$ cat src/rtl/led_step_sequencer.sv
// led_step_sequencer: loadable LED frame sequence, played back cyclically
// one frame per prescaled tick.
//
// Ports:
//   CLK, RST     clock; synchronous active-high reset
//   load_valid   a load beat is presented
//   load_ready   beats accepted (idle and not asked to run)
//   load_frame   frame data for the current beat
//   load_last    final beat of the sequence
//   run          level: 1 = play, 0 = stop
//   frame_out    current LED frame (registered)
//   frame_valid  one-cycle strobe whenever frame_out is updated
//   seq_len      number of frames currently stored
//   busy         high while playing
module led_step_sequencer #(
    parameter int TICK_DIV = 1200000,
    parameter int LED_W    = 5,
    parameter int DEPTH    = 16
) (
    input  logic                   CLK,
    input  logic                   RST,
    input  logic                   load_valid,
    output logic                   load_ready,
    input  logic [LED_W-1:0]       load_frame,
    input  logic                   load_last,
    input  logic                   run,
    output logic [LED_W-1:0]       frame_out,
    output logic                   frame_valid,
    output logic [$clog2(DEPTH):0] seq_len,
    output logic                   busy
);

    localparam int AW = $clog2(DEPTH);
    localparam int PW = $clog2(TICK_DIV);

    localparam logic [PW-1:0] TC      = PW'(TICK_DIV - 1);
    localparam logic [AW-1:0] WR_END  = AW'(DEPTH - 1);
    localparam logic [AW-1:0] A_ONE   = AW'(1);
    localparam logic [AW:0]   L_ONE   = (AW + 1)'(1);

    typedef enum logic {
        IDLE,
        RUN
    } state_t;

    state_t            state;
    logic [AW-1:0]     wr_ptr;
    logic [AW-1:0]     rd_ptr;
    logic [PW-1:0]     prescaler;
    logic [LED_W-1:0]  mem [DEPTH];

    logic              accept;
    logic              wr_final;
    logic              tick;
    logic [AW:0]       wr_count;
    logic [AW-1:0]     rd_next;
    logic [AW-1:0]     rd_first;

    assign load_ready = (state == IDLE) && !run;
    assign accept     = load_valid && load_ready;

    // A full memory closes the sequence even without load_last.
    assign wr_final   = load_last || (wr_ptr == WR_END);
    assign wr_count   = {1'b0, wr_ptr} + L_ONE;

    assign tick       = (prescaler == TC);

    // Read pointer wraps on the stored length, not on DEPTH.
    assign rd_next    = ({1'b0, rd_ptr} == (seq_len - L_ONE)) ? '0
                                                              : rd_ptr + A_ONE;
    assign rd_first   = (seq_len == L_ONE) ? '0 : A_ONE;

    always_ff @(posedge CLK) begin
        if (accept && !RST) begin
            mem[wr_ptr] <= load_frame;
        end
    end

    always_ff @(posedge CLK) begin
        if (RST) begin
            state       <= IDLE;
            frame_out   <= '0;
            frame_valid <= 1'b0;
            seq_len     <= '0;
            busy        <= 1'b0;
            wr_ptr      <= '0;
            rd_ptr      <= '0;
            prescaler   <= '0;
        end else begin
            frame_valid <= 1'b0;
            case (state)
                IDLE: begin
                    if (accept) begin
                        if (wr_final) begin
                            seq_len <= wr_count;
                            wr_ptr  <= '0;
                        end else begin
                            wr_ptr  <= wr_ptr + A_ONE;
                        end
                    end
                    // First frame is issued on the start edge itself.
                    if (run && (seq_len != '0)) begin
                        state       <= RUN;
                        busy        <= 1'b1;
                        rd_ptr      <= rd_first;
                        prescaler   <= '0;
                        frame_out   <= mem[0];
                        frame_valid <= 1'b1;
                    end
                end
                RUN: begin
                    // Stop wins over a coincident terminal count.
                    if (!run) begin
                        state       <= IDLE;
                        busy        <= 1'b0;
                        rd_ptr      <= '0;
                        prescaler   <= '0;
                        frame_out   <= '0;
                        frame_valid <= 1'b1;
                    end else if (tick) begin
                        prescaler   <= '0;
                        rd_ptr      <= rd_next;
                        frame_out   <= mem[rd_ptr];
                        frame_valid <= 1'b1;
                    end else begin
                        prescaler   <= prescaler + 1'b1;
                    end
                end
                default: begin
                    state <= IDLE;
                end
            endcase
        end
    end

endmodule

$ cat config.mk
export PLATFORM = sky130hd
export DESIGN_NAME = led_step_sequencer
export DESIGN_NICKNAME = d
export VERILOG_FILES = /design/src/rtl/led_step_sequencer.sv
export SDC_FILE = /design/constraint.sdc
export NUM_CORES = 1
export LEC_CHECK = 0
export CAP_MARGIN = 5
export CORE_ASPECT_RATIO = 0.5
export CORE_MARGIN = 3
export CORE_UTILIZATION = 50
export CTS_CLUSTER_SIZE = 16
export DETAILED_ROUTE_END_ITERATION = 10
export PLACE_DENSITY_LB_ADDON = 0.25
export SETUP_SLACK_MARGIN = 0.3
export SKIP_CTS_REPAIR_TIMING = 1
export SLEW_MARGIN = 20
export SYNTH_ARGS = -nofsm -noshare
export SYNTH_HDL_FRONTEND = slang
export SYNTH_SLANG_ARGS = --single-unit
$ cat constraint.sdc
create_clock -name CLK -period 2.5 [get_ports CLK]
set_input_delay 0.5 -clock CLK [delete_from_list [all_inputs] [get_ports CLK]]
set_output_delay 0.5 -clock CLK [all_outputs]
set_load 0.05 [all_outputs]
# After elaboration in Yosys (flattened, before gate mapping)
# Memories as Yosys holds them, arrays and structs flattened. A register that Yosys moved wholly into a read port is not among the register bits.
# Cells that the tools add are included.
[word_totals] regBits=42 ramBits=80 input_bits=10 n_memories=1
[op_classes] n_addsub=5 n_eq_ne=7 n_mux=28 n_bitwise=1 n_reduce_logical=12
[memory_table] name="mem" words=16 word_bits=5 rd=2 rd_ports_with_merged_regs=1 write_ports=1 line="50" rtl="logic [LED_W-1:0] mem [DEPTH];"
[ops] op="$mux W21" count=3
[ops] op="$pmux W21 S2" count=1
[ops] op="$mux W4" count=7
[ops] op="$add A21 B1 Y21 const B" count=1
[ops] op="$eq A21 B21 Y1 const B" count=1
[ops] op="$mux W5" count=3
[ops] op="$pmux W5 S2" count=1
[ops] op="$mux W1" count=9
[ops] op="$add A4 B1 Y4 const B" count=2
[ops] op="$pmux W4 S2" count=1
[ops] op="$pmux W1 S2" count=3
[ops] op="$reduce_and A2 Y1" count=3
[ops] op="$add A4 B1 Y5 const B" count=1
[ops] op="$eq A4 B5 Y1" count=1
[ops] op="$eq A5 B1 Y1 const B" count=1
[ops] op="$reduce_bool A5 Y1" count=1
[ops] op="$sub A5 B1 Y5 const B" count=1
[ops] op="$eq A4 B4 Y1 const B" count=1
[ops] op="$logic_and A1 B1 Y1" count=4
[ops] op="$ne A3 B2 Y1 const B" count=1
[ops] op="$reduce_and A3 Y1" count=1
[ops] op="$logic_not A1 Y1" count=2
[ops] op="$ne A2 B1 Y1 const B" count=1
[ops] op="$ne A2 B2 Y1 const B" count=1
[ops] op="2 further kinds" count=2

# Longest topological paths before layout
# Gate-level depths: netlist (run 1).
[logic_depth] depth_word=8 depth_mapped=8 depth_no_buf=7

# Least setup slack after synthesis (run 1)
# OpenSTA, ideal clock, no wires.
[synth_path] path_type="in2reg" start="input run" end="memory mem[3][0], enable pin" setup_time_ps=374 t_arrival_ps=2448 path_slack_ps=-322 path_stages=6 path_buffers=1 cell_sequence="clkbuf_8 > nor2_1 > nand2_1 > nor2_1 > nand2_1 > nor3_1"
[synth_via] elab_chain_cells=6
[synth_lines] element="from (decl)" line="26" rtl="input logic run,"
[synth_lines] element="$logic_not A1 Y1"
[synth_lines] element="$logic_and A1 B1 Y1" line="59" rtl="assign load_ready = (state == IDLE) && !run;"
[synth_lines] element="named net load_ready" line="23" rtl="output logic load_ready,"
[synth_lines] element="$logic_and A1 B1 Y1" line="60" rtl="assign accept = load_valid && load_ready;"
[synth_lines] element="$logic_and A1 B1 Y1" line="74" rtl="if (accept && !RST) begin"
[synth_lines] element="$mux W1" line="74"
[synth_lines] element="$mux W1 (implied by the code)" line="75" rtl="mem[wr_ptr] <= load_frame;"
[synth_lines] element="to (decl)" line="50"
# The timed path passes the listed nets, and every way through them passes these cells.

# Worst setup path after layout (run 1)
[layout_path] start="register seq_len[1]" end="output seq_len[1]"
[layout_rtl] element="from (decl)" line="29" rtl="output logic [$clog2(DEPTH):0] seq_len,"
[layout_rtl] element="from (signal assigned)" line="95" rtl="seq_len <= wr_count;"
# No word-level cell between the ends.

==> results of run 1 <==
==> kinds of logic after synthesis <==
kind of cell / synth area share [%]
flops: 58.9
xor+xnor: 1.86
fa+ha+maj: 1.78
simple gates: 14.8
compound gates: 11.8
mux: 7.86
buf+inv: 2.97
==> worst min-delay path by stage <==
stage                        from       endpoint  slack, ns  cells past startpoint
global placement    prescaler[19]  prescaler[19]       0.46                      1
CTS                          busy           busy       0.50                      2
floorplan           prescaler[18]  prescaler[18]       0.44                      1
global route                 busy           busy       0.53                      2
detailed placement           busy           busy       0.48                      2
finish                       busy           busy       0.49                      2
==> final cells by class <==
type / count / area, um2 / area share [%]
Multi-Input combinational cell: 312 / 2180 / 31.8
Inverter: 10 / 37.5 / 0.548
Tap cell: 140 / 175 / 2.56
Timing Repair Buffer: 55 / 500 / 7.31
Sequential cell: 126 / 3320 / 48.5
Clock buffer: 18 / 429 / 6.27
Clock inverter: 14 / 204 / 2.98
==> per-layer routing <==
layer	global-route usage (%)	up-vias	routed length [um]
li1	-	1899	-
met1	27.1	1926	5720
met2	33.9	105	5790
met3	6.23	26	606
met4	7.69	0	257
met5	0	-	0
==> state kept, by name, summed over array words and instances (netlist names), named ones only <==
signal and cells:
mem 80, busy 1, wr_ptr 4, rd_ptr 4, frame_out 5, state 1, frame_valid 1, prescaler 21
seq_len 5
==> power by group through the flow <==
stage | Sequential [mW] | Combinational, mW | Clock [mW]
after global placement | 2.31 | 0.358 | 0
after detailed placement | 2.31 | 0.363 | 0
after floorplan | 2.35 | 0.185 | 0
after global routing | 2.26 | 0.397 | 2.78
final | 2.26 | 0.370 | 2.65
after CTS | 2.26 | 0.364 | 2.67
==> worst min-delay path: stages, from the launching register on <==
cell and delay [ns]:
dfxtp_1 0.31, o21ai_0 0.07, a21oi_1 0.06
==> layout by cell type (no fill, tap or decap), types with 7 or more instances in the layout <==
master / instances
inv_1: 10
clkdlybuf4s50_1: 17
nand2_1: 30
dfxtp_1: 46
ha_1: 8
edfxtp_1: 80
xnor2_1: 7
nand4_1: 11
buf_4: 32
a31oi_1: 10
clkbuf_16: 17
nor3_1: 13
nand3_1: 21
mux2i_1: 42
a22oi_1: 13
o21ai_0: 9
a21oi_1: 18
nand2b_1: 7
nor2_1: 46
==> metrics by stage <==
step | hold WS [ns] | worst slack [ns] | area [um2] | utilization, %
global route | 0.534 | 0.297 | 6850 | 64.8
global placement | 0.460 | 0.184 | 6180 | 58.4
CTS | 0.499 | 0.231 | 6810 | 64.4
finish | 0.489 | 0.383 | 6850 | 64.8
floorplan | 0.443 | 0.255 | 5660 | -
detailed placement | 0.483 | 0.0942 | 6180 | 58.4
==> results.txt, run 1 <==
The number of placed instances, taps included, is 641. The critical path launch point type was a flip-flop. Setup repair after global routing left no endpoint under its margin. The internal power of the cells totals 4.07 mW. The first detailed-routing pass ran for 5 iterations.

The clock input transition at the sequential cells of the worst setup and hold paths was 0.06 ns; the maximum number of pins on one net before global-route repair was 24. The run finished with clean final reports. The remaining design rule violation count was 0.

The HPWL reported at the end of detailed placement is 8.32 mm. Dividing total power by cell area gives a power density of 771 nW/um2. The prevailing post-synth register cell is edfxtp_1.

Sequential elements use 58.9% of the synthesized area. In this run the critical register-to-register path is captured at frame_out[2]. The count of buffers added on input and output ports is 22. The detailed router finished its first iteration with 250 violations. The number of clock sinks seen by CTS was 126; the horizontal extent of the die was 156 um. The worst reg2reg path startpoint is prescaler[0].

The synthesized netlist contains 60 unique library cells. Detailed routing inserted a total of 3956 vias. On the critical path the largest part of the delay comes from buffers and inverters. The signal on the critical path passes through clkdlybuf4s50_1. The run gives 0 as the setup violation total in the final timing report.

The largest area contributor in the synthesized netlist was edfxtp_1. The share of power burned in the clock network came out at 50.1%. The min-delay analysis places its worst path in the category reg2reg. In this run, synthesis inferred 80 flip-flops with an integrated enable. The timing-limited maximum frequency is 0.472 GHz. For the relative max-transition margin, the log shows 55.8%.

The logs give 19.9 mm for the first-pass GRT wire length and 0 for the number of warnings printed during yosys synthesis. The initial utilization of the core area, before any placement, comes to 53.3%. The largest fanout of any net on the critical path came out at 4. The tools report the insertion delay to the later sink of the worst-skew pair as 0.42 ns. The die covers 12700 um2. Classification of the worst setup path: reg2out. Overall power consumption after layout is estimated at 5.28 mW. The clock tree skew after final layout is 0.00911 ns.

Net switching is 22.9% of the power. The root buffer cell chosen for the clock tree is clkbuf_16. The portion of the clock cycle consumed by the worst path in the final layout is 84.7%, and the total clock buffers created by CTS is 17.

TritonCTS built the clock tree. The weighted congestion at the end of routability-driven global placement came out at 0.882. The synthesized design devotes to its leading area cell type 42.6% of total area. The share of layout cells above drive strength 1 was 16.8%; the global-route congestion overflow total was 0. The analysis attributes to net switching a power of 1.21 mW. The post-layout instance count excluding filler cells was 675; the chip height was 81.1 um. Kind of end point of the critical path: an output pin.

For this run, asynchronously set or reset flops after synthesis account for 0%. Fill cells in the final layout number 773. Sorting the synthesized cells by area gives the leading types as edfxtp_1, dfxtp_1, mux2i_1. In this run the worst setup path begins at seq_len[1]. The H-tree was split into 4 levels. The worst reg2reg path depth came out at 7. In this run the static leakage power is 2.35 nW. The time the final worst path needs with I/O delays and setup is 2.12 ns. The tools report the remaining antenna violation count as 0. The largest buffer count on any clock path was 2; the routed wire length was 12.4 mm. The number of diodes added for antenna fixing was 0; the total count of max-transition violations in the final report was 0.

The minimum setup slack among reg-to-reg paths was 0.43 ns. For this design, the slowest cell found on the critical path is clkdlybuf4s50_1. The number of placed I/O pins came out at 23. The synthesized netlist occupies a cell area of 5640 um2. The tools report the overall routing resource usage as 20.9%. The logs give 473 for the number of instances in the synthesized netlist and 0 for the number of endpoints with negative hold slack in the final report. Using the TritonRoute via totals, the vias-per-cell ratio works out to 5.86.

The number of antenna violations at the first check in global routing is 0, and the core region area is 10600 um2. After detailed routing, the average wire length per cell comes to 18.3 um. The highest ir drop seen on vdd came out at 0.495 mV.

The largest single stage delay on the critical path is 0.82 ns. Per report_power, the sequential group accounts for 42.9% of the total. The slew at the pin with the worst max-slew slack was 0.660 ns; the number of synthesized register bits was 126.

The count of buffering cells on the critical path with inverters included is 1. For the number of global-route vias before repair, the log shows 3844. The commonest cells after synthesis are edfxtp_1, nor2_1, dfxtp_1, mux2i_1, nand2_1.

The logs give 7.0% for the share of power burned in combinational logic and 1.62 ns for the arrival time of the worst setup path. The cell count along the critical path was 1. The most numerous cell in the Yosys netlist was edfxtp_1.

Counting every net in the synthesized netlist gives 491. Each instance of the synthesized netlist takes up on average 11.9 um2. The most critical setup path has its endpoint at seq_len[1]. The floorplan has 26 rows. The reported max-cap violation count was 0; the data required time at the worst endpoint was 2.00 ns. The setup TNS was 0 ns; the net total in the final layout was 540. Synthesis-to-finish area growth: 21.5%.
No activity file was read; power rests on OpenSTA's default activity.
==> inputs of run 2 (changes only) <==
==> constraint.sdc (replaced) <==
create_clock -name CLK -period 2 [get_ports CLK]
set_input_delay 0.4 -clock CLK [delete_from_list [all_inputs] [get_ports CLK]]
set_output_delay 0.4 -clock CLK [all_outputs]
set_load 0.05 [all_outputs]
==> run 2 against run 1 <==
  * Worst hold slack worse by 0.0073 ns
  * Combinational power rose by 58%
  * Sequential power rose by 25%
  * Sequential share of layout area is 3.1 points lower
  * Cell count grew 2.5%
  * First-iteration DRC count is 42% higher
  * Clock skew is 0.0061 ns higher
  * Clock power increased by 5%
  * Via count rose by 4.7%
  * Critical path type is now reg2reg
  * Critical endpoint is now rd_ptr[3]
  * Largest power group is now sequential cells
==> results.txt, run 2 (synthesized netlist as in run 1, its figures left out) <==
The run finished with clean final reports. The time the final worst path needs with I/O delays and setup came out at 1.94 ns. Root buffer cell: clkbuf_16. The logs give 7410 um2 for the post-layout instance area and 0.468 mV for the highest ir drop seen on vdd. After detailed placement, the total cell area comes to 6430 um2. In this run the critical register-to-register path is launched from seq_len[1]. The longest clock path from root to sink contains 2 buffers.

Setup repair after global routing could not meet its margin everywhere. STA classifies the critical path endpoint as a flip-flop. Critical path launch point type: a flip-flop. Derived from the worst setup path, the maximum achievable clock frequency is 0.515 GHz. The clock reaches the later pin of the worst-skew pair after 0.42 ns. The die is 81.1 um tall. In the final layout, the registers with the most flip-flops are mem x80, prescaler x21. The core utilization of the finished layout was 70.0%; the largest fanout of any net on the critical path was 8. TritonCTS built the clock tree. For the starting density of the core, the log shows 53.3%.

The classification of the worst setup path was reg2reg. Counting the buffers created by CTS gives 17. The logs give -0.146 ns for the pre-CTS setup slack and 0 for the reported max-cap violation count.

For this design the static power due to leakage is 2.57 nW. The wire length per cell was 19.5 um; the total count of max-transition violations in the final report was 0. The tools report the iteration-0 DRC count of the detailed router as 354. The share of layout cells above drive strength 1 is 32.4%, and the count of placed standard cells including taps is 646. Setup violations remaining at the end of the flow were counted as 0. Setup slack closes at 0.0577 ns. Between clock sinks in the finished design, the worst skew comes to 0.0152 ns. The run gives 0 as the remaining antenna violation count.

After the last flow step, the layout net total stands at 557. After detailed routing, the total wire length is 13.5 mm. The core region area is 10600 um2.

Data on the critical path arrives at its endpoint at 2.26 ns. Once detailed placement completed, the half-perimeter wirelength came to 8.75 mm. Pin placement for this block handled 23 I/O pins. The congestion estimate from routability-driven global placement came to 0.915. From synthesis to final layout, the design area changed by 31.4%. For this design the ratio of total power to cell area is 836 nW/um2. The number of antenna violations at the first check in global routing is 0. The logs give 0 ns for the setup TNS and 5 for the first-pass detailed-route iteration total.

Entering global routing, the biggest net connects 24 pins. The flip-flop count of the largest register after layout is 80. For the global-route congestion overflow total, the log shows 0. The slew at the pin with the worst max-slew slack is 0.578 ns, and the number of endpoints with negative hold slack in the final report is 0.

The worst min-delay path startpoint was prescaler[6]. For this run, the number of standard cells in the final layout without fillers is 692. In this run the worst hold path is classified as reg2reg. The clock input transition at the sequential cells of the worst setup and hold paths is 0.06 ns. The tools report the overall routing resource usage as 21.3%. The design draws 6.19 mW. Measured against its own limit, the worst slew margin works out to 61.4%.

The final critical path takes up 97.1% of the cycle. For the level count of the clock H-tree, the log shows 4. The logs give 0 for the number of diodes added for antenna fixing and 4140 for the number of vias after detailed routing.

Full die area: 12700 um2. The library cells used most frequently in the layout, excluding fill and tap cells, are edfxtp_1, mux2i_1, buf_4. The remaining design rule violation count came out at 0.

The first global-routing pass estimated 20.5 mm of wire. Hold timing on the final database bottoms out at a slack of 0.482 ns. The total of buffers placed on input and output ports is 22.

The tools report the worst setup path startpoint as seq_len[1]. Detailed-route vias per instance: 5.98. For the worst setup path, the data required time is 2.32 ns.

The commonest non-fill, non-tap cell in the layout is edfxtp_1. The number of placement rows was 26. The register with the highest flop count is mem.

The horizontal extent of the die is 156 um, and the number of clock sinks seen by CTS is 126. Number of global-route vias before repair: 3861.
-- run 2: report_power, final --
| group | switching, mW | total, mW | internal [mW] |
|---|---|---|---|
| Clock | 1.20 | 2.79 | 1.60 |
| Combinational | 0.330 | 0.584 | 0.254 |
| Sequential | 0.0296 | 2.82 | 2.79 |
| Total | 1.56 | 6.19 | 4.64 |
-- run 2: worst paths after layout --
kind                  end  slack [ns]  depth (start not counted)
max             rd_ptr[3]        0.06                          8
max reg2reg     rd_ptr[3]        0.06                          8
min          prescaler[6]        0.48                          1
min reg2reg  prescaler[6]        0.48                          1
-- run 2: metal layers --
metal / track usage, % / share of wire (%)
met5: 0 / 0
met4: 7.42 / 1.5
met3: 5.43 / 7.6
met2: 32.2 / 45
met1: 30.2 / 45
-- run 2: cell type report --
cell class | count | area (um2)
multi-input cells | 312 | 2550
inverters | 10 | 40.0
fillers | 677 | 3170
clock buffers | 18 | 429
clock inverters | 14 | 109
well taps | 140 | 175
repair buffers | 72 | 737
flip-flops and latches | 126 | 3360
-- run 2: worst max-delay path, stage by stage (launching register included) --
cell and delay (ns):
dfxtp_4 0.36, inv_4 0.06, ha_4 0.15, or4b_4 0.52
a21oi_4 0.26, nor3_4 0.09, buf_12 0.15, a21boi_2 0.15
o32ai_2 0.11
==> inputs of run 3 (changes only) <==
==> constraint.sdc (replaced) <==
create_clock -name CLK -period 1.7 [get_ports CLK]
set_input_delay 0.34 -clock CLK [delete_from_list [all_inputs] [get_ports CLK]]
set_output_delay 0.34 -clock CLK [all_outputs]
set_load 0.05 [all_outputs]
==> run 3 against run 2 <==
  * The run now ends with setup timing left
  * Total power rose by 27%
  * Global-route usage rose by 1.4 points
  * Final area rose by 9.2%
  * Sequential cell count did not move
  * Routed wire length rose by 15%
  * Clock power rose by 36%
  * Via count rose by 9.3%
  * Largest power group is now clock
==> results.txt, run 3 (synthesized netlist as in run 1, its figures left out) <==
The path class of the tightest hold or removal check is in2reg. The number of antenna violations at the first check in global routing is 0, and the fill cell total of the finished layout is 579. The floorplan has 26 rows. The number of endpoints with negative hold slack in the final report is 0. The logs give 616 for the net total in the final layout and 23 for the number of placed I/O pins.

Summing all multi-input logic gate instances after layout gives 2650 um2. The detailed router finished its first iteration with 319 violations. The clock input transition at the sequential cells of the worst setup and hold paths came out at 0.06 ns. After global routing, the most crowded layer is met2. By startpoint and endpoint, the worst setup path is classified as reg2reg.

Once the floorplan was initialized, standard cells occupied 53.3% of the core. The critical path launch point type is a flip-flop. For the pin with the worst max-slew slack, the measured transition is 0.417 ns. The run gives 0 as the remaining design rule violation count. TritonCTS built the clock tree. The area taken by flip-flops and latches is 3360 um2. The commonest non-fill, non-tap cell in the layout was buf_4. Global routing used 6.07% of the available met3 tracks. The logs give 7.88 mW for the total chip power and 2 for the largest buffer count on any clock path. The logs give -3.24 ns for the setup TNS and 2.81 nW for the leakage dissipation.

From bottom edge to top edge, the die measures 81.1 um. CTS built an H-tree with a depth of 4. The final worst setup slack is -0.201 ns, and the weighted congestion at the end of routability-driven global placement is 0.815.

In the final layout, the registers with the most flip-flops are mem x80, prescaler x21. The final layout contains routed wiring with a total length of 15.5 mm. The pre-CTS setup slack was -0.511 ns. The reported max-cap violation count was 0. Between clock sinks in the finished design, the worst skew comes to 0.0115 ns. The count of nets left with antenna violations once routing finished came out at 0.

The flow ran to the end, but the final reports show violations. For this design the ratio of total power to cell area is 974 nW/um2. The fraction of met1 tracks used by global routing was 28.7%. The core region is 10600 um2. The pre-antenna-repair detailed-routing pass consisted of 7 iterations. The checks that failed: setup timing. Clock latency on the worst-skew pair, taken at its later pin, is 0.42 ns.

The routed layout has 4523 vias. The data required time at the worst endpoint is 2.00 ns. Across every metal layer, demand over resource in global routing totals 22.8%. Detailed placement finished with a half-perimeter wire length of 9.43 mm.

The number of clock sinks seen by CTS is 126, and the synthesis-to-finish area growth is 43.5%. In this run the worst path has a maximum fanout of 4. Detailed-route vias per instance: 6.02. The total of buffers placed on input and output ports was 22.

The die is 156 um wide. The number of diodes added for antenna fixing is 0. The setup violation total in the final timing report was 31; the highest ir drop seen on vdd was 0.541 mV. For this run the aggregate overflow at the end of global routing stands at 0. The number of global-route vias before repair is 4214, and the worst hold-check slack is 0.396 ns. The time the final worst path needs with I/O delays and setup is 1.90 ns, and the total count of max-transition violations in the final report is 0.

The worst pin sits at a relative slew slack of 72.1%. For this run, global-route usage on met2 was measured as 38.5%. The register with the most flip-flops in the final layout is mem.

In this run, placement finished with an instance count of 695. The full die area is 12700 um2, and the maximum number of pins on one net before global-route repair is 24. Setup repair after global routing could not meet its margin everywhere. TritonCTS created 17 clock buffers. Leaving out filler cells and counting taps, the final layout contains 751.

In the layout the commonest cells are buf_4, edfxtp_1, mux2i_1. The arrival time of the worst setup path was 2.20 ns; the portion of the clock cycle consumed by the worst path in the final layout was 112%. The flip-flop count of the largest register after layout came out at 80.

CTS placed an instance of clkbuf_16 at the clock tree root. Dividing the detail-routed wire length by the instance count gives 20.7 um. The kind of end point of the critical path is a flip-flop.

For this run, the top clock speed supported by timing is 0.526 GHz. The run gives 21.6 mm as the first-pass GRT wire length. The share of layout cells above drive strength 1 was 42.2%.
run 3: cell count changes in the layout (fill, tap and decap cells not counted), moves of 5 or more:
cell and delta:
buf_4 +46, buf_6 +16, dlymetal6s2s_1 -10, a21oi_1 -5, buf_8 +5
run 3: where the power goes:
group,internal [mW],switching [mW],total [mW]
logic,0.347,0.424,0.771
registers,3.28,0.0399,3.32
clock network,2.34,1.45,3.79
run 3: metrics by stage:
step                      cell area, um2  util [%]
after global placement              6820      64.5
after detailed placement            6820      64.5
after global routing                8090      76.5
final                               8090      76.5
after CTS                           7430      70.3
after floorplan                     5930         -
run 3: cell type report:
class | count | share of cell area (%)
repair buffers | 131 | 15.4
clock inverters | 14 | 2.24
multi-input cells | 312 | 32.8
well taps | 140 | 2.17
clock buffers | 18 | 5.31
flip-flops and latches | 126 | 41.6
inverters | 10 | 0.495
run 3: metal layers:
| layer | wire length [um] | part of all wire (%) | vias up |
|---|---|---|---|
| li1 | - | - | 2047 |
| met2 | 7760 | 50 | 160 |
| met3 | 1020 | 6.6 | 33 |
| met4 | 286 | 1.8 | 0 |
| met5 | 0 | 0 | - |
| met1 | 6450 | 42 | 2283 |
run 3: worst paths after layout:
path,from,to,slack (ns),cells past startpoint
setup / recovery,seq_len[0],rd_ptr[1],-0.20,7
hold / removal,run,busy,0.40,3
setup reg to reg,seq_len[0],rd_ptr[1],-0.20,7
hold reg to reg,prescaler[18],prescaler[18],0.46,1
run 3: critical path, cell delays in order, from the launching register on:
cell	delay [ns]
dfxtp_4	0.34
inv_2	0.06
ha_4	0.15
or4b_4	0.50
a21oi_4	0.23
nor3_4	0.07
buf_6	0.13
o32ai_2	0.29
